$ cat config.mk
export PLATFORM = sky130hd
export DESIGN_NAME = mem_arbiter
export DESIGN_NICKNAME = d
export VERILOG_FILES = /design/src/rtl/mem_pkg.sv /design/src/rtl/mem_arbiter.sv
export SDC_FILE = /design/constraint.sdc
export NUM_CORES = 1
export LEC_CHECK = 0
export BUFFER_PORTS_ARGS = -buffer_cell sky130_fd_sc_hd__buf_2
export CAP_MARGIN = 20
export CORE_MARGIN = 2
export CORE_UTILIZATION = 43
export CTS_BUF_LIST = sky130_fd_sc_hd__clkbuf_8
export DETAILED_ROUTE_END_ITERATION = 10
export PLACE_DENSITY = 0.87
export SYNTH_ARGS = -nofsm -noshare
export SYNTH_HDL_FRONTEND = slang
export SYNTH_SLANG_ARGS = --single-unit
$ cat constraint.sdc
create_clock -name clock -period 2.9 [get_ports clock]
set_input_delay 0.29 -clock clock [delete_from_list [all_inputs] [get_ports clock]]
set_output_delay 0.29 -clock clock [all_outputs]
set_load 0.05 [all_outputs]
$ cat src/rtl/mem_pkg.sv
// Shared definitions for the CPU/video memory arbiter: bus widths and the
// arbiter state encoding.
package mem_pkg;

    localparam int ADDR_W = 20;
    localparam int DATA_W = 8;

    typedef enum logic [1:0] {
        S_CPU  = 2'd0,
        S_VADR = 2'd1,
        S_VDAT = 2'd2
    } state_t;

    // Countdown of CPU slots still owed before the next video steal.
    function automatic logic [7:0] gap_dec(input logic [7:0] cnt);
        return (cnt != 8'd0) ? cnt - 8'd1 : cnt;
    endfunction

endpackage

$ cat src/rtl/mem_arbiter.sv
// Steals cycles from the CPU for a read-only video port on one shared byte
// memory, hiding the stall from the CPU by replaying its last read data.
module mem_arbiter
    import mem_pkg::*;
#(
    parameter int CPU_GAP = 1
) (
    input  logic              clock,
    input  logic              reset_n,
    input  logic              ce,
    input  logic [ADDR_W-1:0] cpu_address,
    input  logic [DATA_W-1:0] cpu_out,
    input  logic              cpu_we,
    output logic [DATA_W-1:0] cpu_in,
    output logic              cpu_ce,
    input  logic              vid_req,
    input  logic [ADDR_W-1:0] vid_address,
    output logic              vid_ack,
    output logic [DATA_W-1:0] vid_data,
    output logic [ADDR_W-1:0] mem_address,
    output logic [DATA_W-1:0] mem_out,
    output logic              mem_we,
    input  logic [DATA_W-1:0] mem_in
);

    localparam logic [7:0] GAP_LOAD = CPU_GAP[7:0];

    state_t            state;
    logic [7:0]        gap_cnt;
    logic [DATA_W-1:0] hold;
    logic              prev_cpu;
    logic              gap_ok;

    // The grant cycle is itself a CPU slot, so it counts as the last one owed.
    assign gap_ok = (gap_cnt <= 8'd1);

    always_ff @(posedge clock) begin
        if (!reset_n) begin
            state    <= S_CPU;
            gap_cnt  <= 8'd0;
            hold     <= '0;
            prev_cpu <= 1'b1;
        end else if (ce) begin
            prev_cpu <= (state == S_CPU);
            if (prev_cpu)
                hold <= mem_in;
            case (state)
                S_CPU: begin
                    if (vid_req && gap_ok)
                        state <= S_VADR;
                    else
                        gap_cnt <= gap_dec(gap_cnt);
                end
                S_VADR: state <= S_VDAT;
                S_VDAT: begin
                    state   <= S_CPU;
                    gap_cnt <= GAP_LOAD;
                end
                default: state <= S_CPU;
            endcase
        end
    end

    always_comb begin
        cpu_ce      = 1'b0;
        mem_we      = 1'b0;
        vid_ack     = 1'b0;
        mem_address = cpu_address;
        case (state)
            S_CPU: begin
                cpu_ce = ce;
                mem_we = cpu_we & ce;
            end
            S_VADR: mem_address = vid_address;
            S_VDAT: vid_ack = ce;
            default: ;
        endcase
        // Reset also kills any steal in flight: no ack, no write, CPU held.
        if (!reset_n) begin
            cpu_ce  = 1'b0;
            mem_we  = 1'b0;
            vid_ack = 1'b0;
        end
    end

    // While stalled the CPU keeps seeing the byte captured from its last slot.
    assign cpu_in   = prev_cpu ? mem_in : hold;
    assign vid_data = mem_in;
    assign mem_out  = cpu_out;

endmodule

=== After elaboration in Yosys (flattened, before gate mapping) ===
Index checks and enable logic that the tools add are counted.

* Add/subtract/negate cells: 1
* $mul: 0
* Div/mod/pow operators: 0
* Magnitude comparators: 1
* Equality and inequality tests: 5
* Shifts and indexed selects: 0
* Muxes and demuxes: 13
* Bitwise operators: 1
* Reductions and logical operators: 6

{| class="wikitable"
|+ Operators with widths
! operator !! count
|-
| $mux 8 || 3
|-
| $mux 20 || 1
|-
| $pmux 8 s2 || 1
|-
| $le 8x1->1 const B || 1
|-
| $reduce_bool 8->1 || 1
|-
| $sub 8x1->8 const B || 1
|-
| $mux 1 || 6
|-
| $ne 2x1->1 const B || 2
|-
| $pmux 2 s2 || 1
|-
| $reduce_and 4->1 || 1
|-
| $eq 2x1->1 const B || 1
|-
| $eq 2x2->1 const B || 1
|-
| $logic_not 2->1 || 1
|-
| $mux 2 || 1
|-
| $ne 2x2->1 const B || 1
|-
| $reduce_and 2->1 || 1
|-
| $reduce_bool 2->1 || 1
|-
| $and 1x1->1 || 1
|-
| $logic_and 1x1->1 || 1
|}

* Flip-flop bits (word level): 19
* Latch bits: 0
* RAM bits: 0
* Bits in read-only memories: 0
* Bits of input ports: 61
* Output and inout port bits: 47
* Memories: 0

=== Longest topological paths before layout ===
* Depth in word-level cells: 4
* Mapped depth: 6
* Depth with buffers taken out: 6

=== Least setup slack after synthesis ===
OpenSTA, ideal clock, no wires.

* Kind: register to output
* From: register state[0]
* To: output mem_we
* Arrival time: 1813 ps
* Setup slack: 797 ps
* Stages on the path, launching flop included: 5
* Cell sequence: dfxtp_1 -> and2b_1 -> nand2_1 -> nor2_1 -> and2_1

* Word-level cells in the longest chain between the ends: 3

{| class="wikitable"
|+ RTL lines
! what !! line !! text
|-
| from (decl) || mem_arbiter.sv:28 || <nowiki>state_t state;</nowiki>
|-
| from (signal assigned) || mem_arbiter.sv:39 || <nowiki>state <= S_CPU;</nowiki>
|-
| from (signal assigned) || mem_arbiter.sv:50 || <nowiki>state <= S_VADR;</nowiki>
|-
| from (signal assigned) || mem_arbiter.sv:54 || <nowiki>S_VADR: state <= S_VDAT;</nowiki>
|-
| $logic_not 2->1 || mem_arbiter.sv:69 || <nowiki>case (state)</nowiki>
|-
| $mux 1 || mem_arbiter.sv:69 ||
|-
| $mux 1 || mem_arbiter.sv:79 || <nowiki>if (!reset_n) begin</nowiki>
|-
| to (decl) || mem_arbiter.sv:22 || <nowiki>output logic mem_we,</nowiki>
|}

No other way between the ends.

=== Worst setup path in the final report ===
* From: register state[0]
* To: output mem_address[19]

* Word-level cells in the longest chain between the ends: 2

{| class="wikitable"
|+ RTL lines
! what !! line !! text
|-
| $eq 2x1->1 || mem_arbiter.sv:69 ||
|-
| $mux 20 || mem_arbiter.sv:69 ||
|-
| to (decl) || mem_arbiter.sv:20 || <nowiki>output logic [ADDR_W-1:0] mem_address,</nowiki>
|}

No other way between the ends.

==> impl_metrics.ini <==
[status]
result_of_the_run = completed

[grt]
grt_start_max_net_pins = 22
grt_first_pass_wirelength_mm = 4.940
globalRouteOverflowTotal = 0
grt_antenna_before_repair = 0
via_count_of_the_first_global_routing_pass = 1180
global_route.usage.total = 0.1790

[final_layout]
layout.nets = 288
areaGrowthSynthToFinish_pct = 29.79
antenna-diode-count = 0
design_area_mm2 = 0.001739
layout.cells.most_common = sky130_fd_sc_hd__buf_2
final-instance-count-excl-fill = 257
most-common-layout-cells = 91 x sky130_fd_sc_hd__buf_2, 28 x sky130_fd_sc_hd__mux2_2, 24 x sky130_fd_sc_hd__nor2_1
layout-drive-gt1-share = 0.5670

[clocking]
cts_repair_resize_count = 0
tritoncts = yes
worstSkewPairLatency_ps = 260
max-clock-path-buffers = 2
cts-buffers-inserted = 3
cts_hold_buf = 0
clkSinkCount = 19
clock_tree.root_cell = sky130_fd_sc_hd__clkbuf_8
number_of_h_tree_branching_levels = 1
cts_post_setup_buffers_inserted = 0
clkSlewWorstSetupHoldPaths_ps = 70

[routing]
route.detailed.drc = 0
ant_nets = 0
via_density_per_instance = 5.109
initialDrtViolationCount = 43
detailedRoute.firstPassIterationCount = 4
routed_wl_mm = 3.198
drt-wirelength-per-cell_um = 12.44
vias = 1313

[yosys]
synth_enable_flop_cells = 0
synth_sequential_area_ratio = 0.2838
netlist.top_cell.by_area = sky130_fd_sc_hd__dfxtp_1
syn-instance-count = 151
mappedNetlistArea_mm2 = 0.001340
synth.ff_latch_count = 19
syn-num-nets = 214
synth_flop_type = sky130_fd_sc_hd__dfxtp_1
synthesis.area_per_instance_um2 = 8.874
synth-async-reset-ratio = 0
synth_area_leaders = sky130_fd_sc_hd__dfxtp_1 28%, sky130_fd_sc_hd__mux2_2 24%, sky130_fd_sc_hd__buf_4 9.5%
synth_top_cell_area_share = 0.2838
ys_warn_count = 0
number_of_distinct_library_cells_after_synthesis = 36

[timing]
rsz_0062_raised_after_global_routing = no
worst_pin_slew_ps = 808.6
slew_viol_final = 0
relSlewSlack = 0.4560
finalHoldViolations = 0
final-setup-viol-count = 0
post-route-min-period_ps = 2035
fmax_mhz = 491.4
total_negative_setup_slacks_ps = 0
final.period_utilization = 0.7018
final.setup.worst_slack_ps = 864.8
fin_skew_ps = 4.935

[floorplan]
horiz_die_dim_um = 59.83
start_util = 0.4462
die_area_mm2 = 0.003579
core_mm2 = 0.003003
floorplan.io_pins = 108
dieHeight_um = 59.83
core.rowCount = 20

[placed_design]
io_buffers = 91
number_of_placed_instances_taps_included = 253
dp_slack_ps = 1082
place.detailed.hpwl_mm = 2.600
dpl_cell_area_mm2 = 0.001693
gp_congestion = 0.8437

[critical_path]
crit_arrival_ps = 1750
required_ps = 2610
worst-setup-path-type = reg2out
cp-end-kind = output port
maximum_net_fanout_on_the_critical_path = 21
worstSetupStartpointType = flip-flop

[min_path]
min-delay-path-class = in2reg

[job]
count_of_max_cap_constraint_violations = 0

[pwr]
power.density_cell_area_mw_per_mm2 = 831.9
total_power_mw = 1.447
static_leakage_nw = 0.8472
power.ir.vdd_worst_mv = 0.5195
## per-layer routing
metal	track usage	share of wire
met1	0.2047	0.42
met2	0.3339	0.52
met3	0.04545	0.066
met4	0.03175	0
met5	0	0
## critical path, cell delays in order (launching register included)
cell and delay [ps]:
sky130_fd_sc_hd__dfxtp_1 440, sky130_fd_sc_hd__inv_1 80, sky130_fd_sc_hd__nor2_1 100, sky130_fd_sc_hd__buf_4 270
sky130_fd_sc_hd__mux2_2 380, sky130_fd_sc_hd__buf_2 210
## report_power, final
part           internal, mW  switching, mW
Clock                0.0956         0.0907
Sequential            0.325         0.0733
Combinational         0.329          0.532
Total                 0.750          0.696
## cell families (layout without fill, tap and decap cells)
group           after synthesis  in the layout  synth area share
mux                          30             30            0.2502
fa+ha+maj                     2              2           0.01867
flops                        19             19            0.2838
simple gates                 52             52            0.2007
buf+inv                      27            100            0.1242
compound gates               17             17           0.09618
xor+xnor                      4              4           0.02614
## synthesized netlist by cell type, types with 3 or more instances
cell,instances
sky130_fd_sc_hd__a21oi_1,3
sky130_fd_sc_hd__buf_4,17
sky130_fd_sc_hd__clkbuf_1,3
sky130_fd_sc_hd__dfxtp_1,19
sky130_fd_sc_hd__inv_1,3
sky130_fd_sc_hd__mux2_2,28
sky130_fd_sc_hd__nand2_1,6
sky130_fd_sc_hd__nor2_1,24
sky130_fd_sc_hd__nor3b_1,7
sky130_fd_sc_hd__o21ai_0,4
sky130_fd_sc_hd__xnor2_1,4
## state kept, by name, summed over array words and instances, names as in the netlist
name and count:
prev_cpu 1, hold 8, state 2, gap_cnt 8
## area by class of cell
type                            count  area, µm²
Tap cell                           33      41.29
Multi-Input combinational cell    105      793.3
Sequential cell                    19      380.4
Inverter                            4      15.01
Fill cell                         275       1264
Clock inverter                      1      5.005
Clock buffer                        3      41.29
Timing Repair Buffer               92      462.9
## stage by stage
step | hold WS, ps | utilization
5_1_grt | 337.9 | 0.5792
4_1_cts | 309.8 | 0.5792
6_report | 315.8 | 0.5792
3_3_place_gp | 466.6 | 0.5638
3_5_place_dp | 475.9 | 0.5638
2_1_floorplan | 437.1 | -
## final timing paths
check                           cells past startpoint                 endpoint  slack, ps                   from
worst max register to register                      3  gap_cnt[0]$_SDFFE_PN0P_       1130  state[0]$_SDFFE_PN0P_
worst max-delay path                                5          mem_address[19]        860  state[0]$_SDFFE_PN0P_
worst min-delay path                                2    prev_cpu$_SDFFE_PN1P_        320                reset_n
worst min register to register                      2     hold[0]$_SDFFE_PN0P_        490   hold[0]$_SDFFE_PN0P_
No activity file was read; power rests on OpenSTA's default activity.
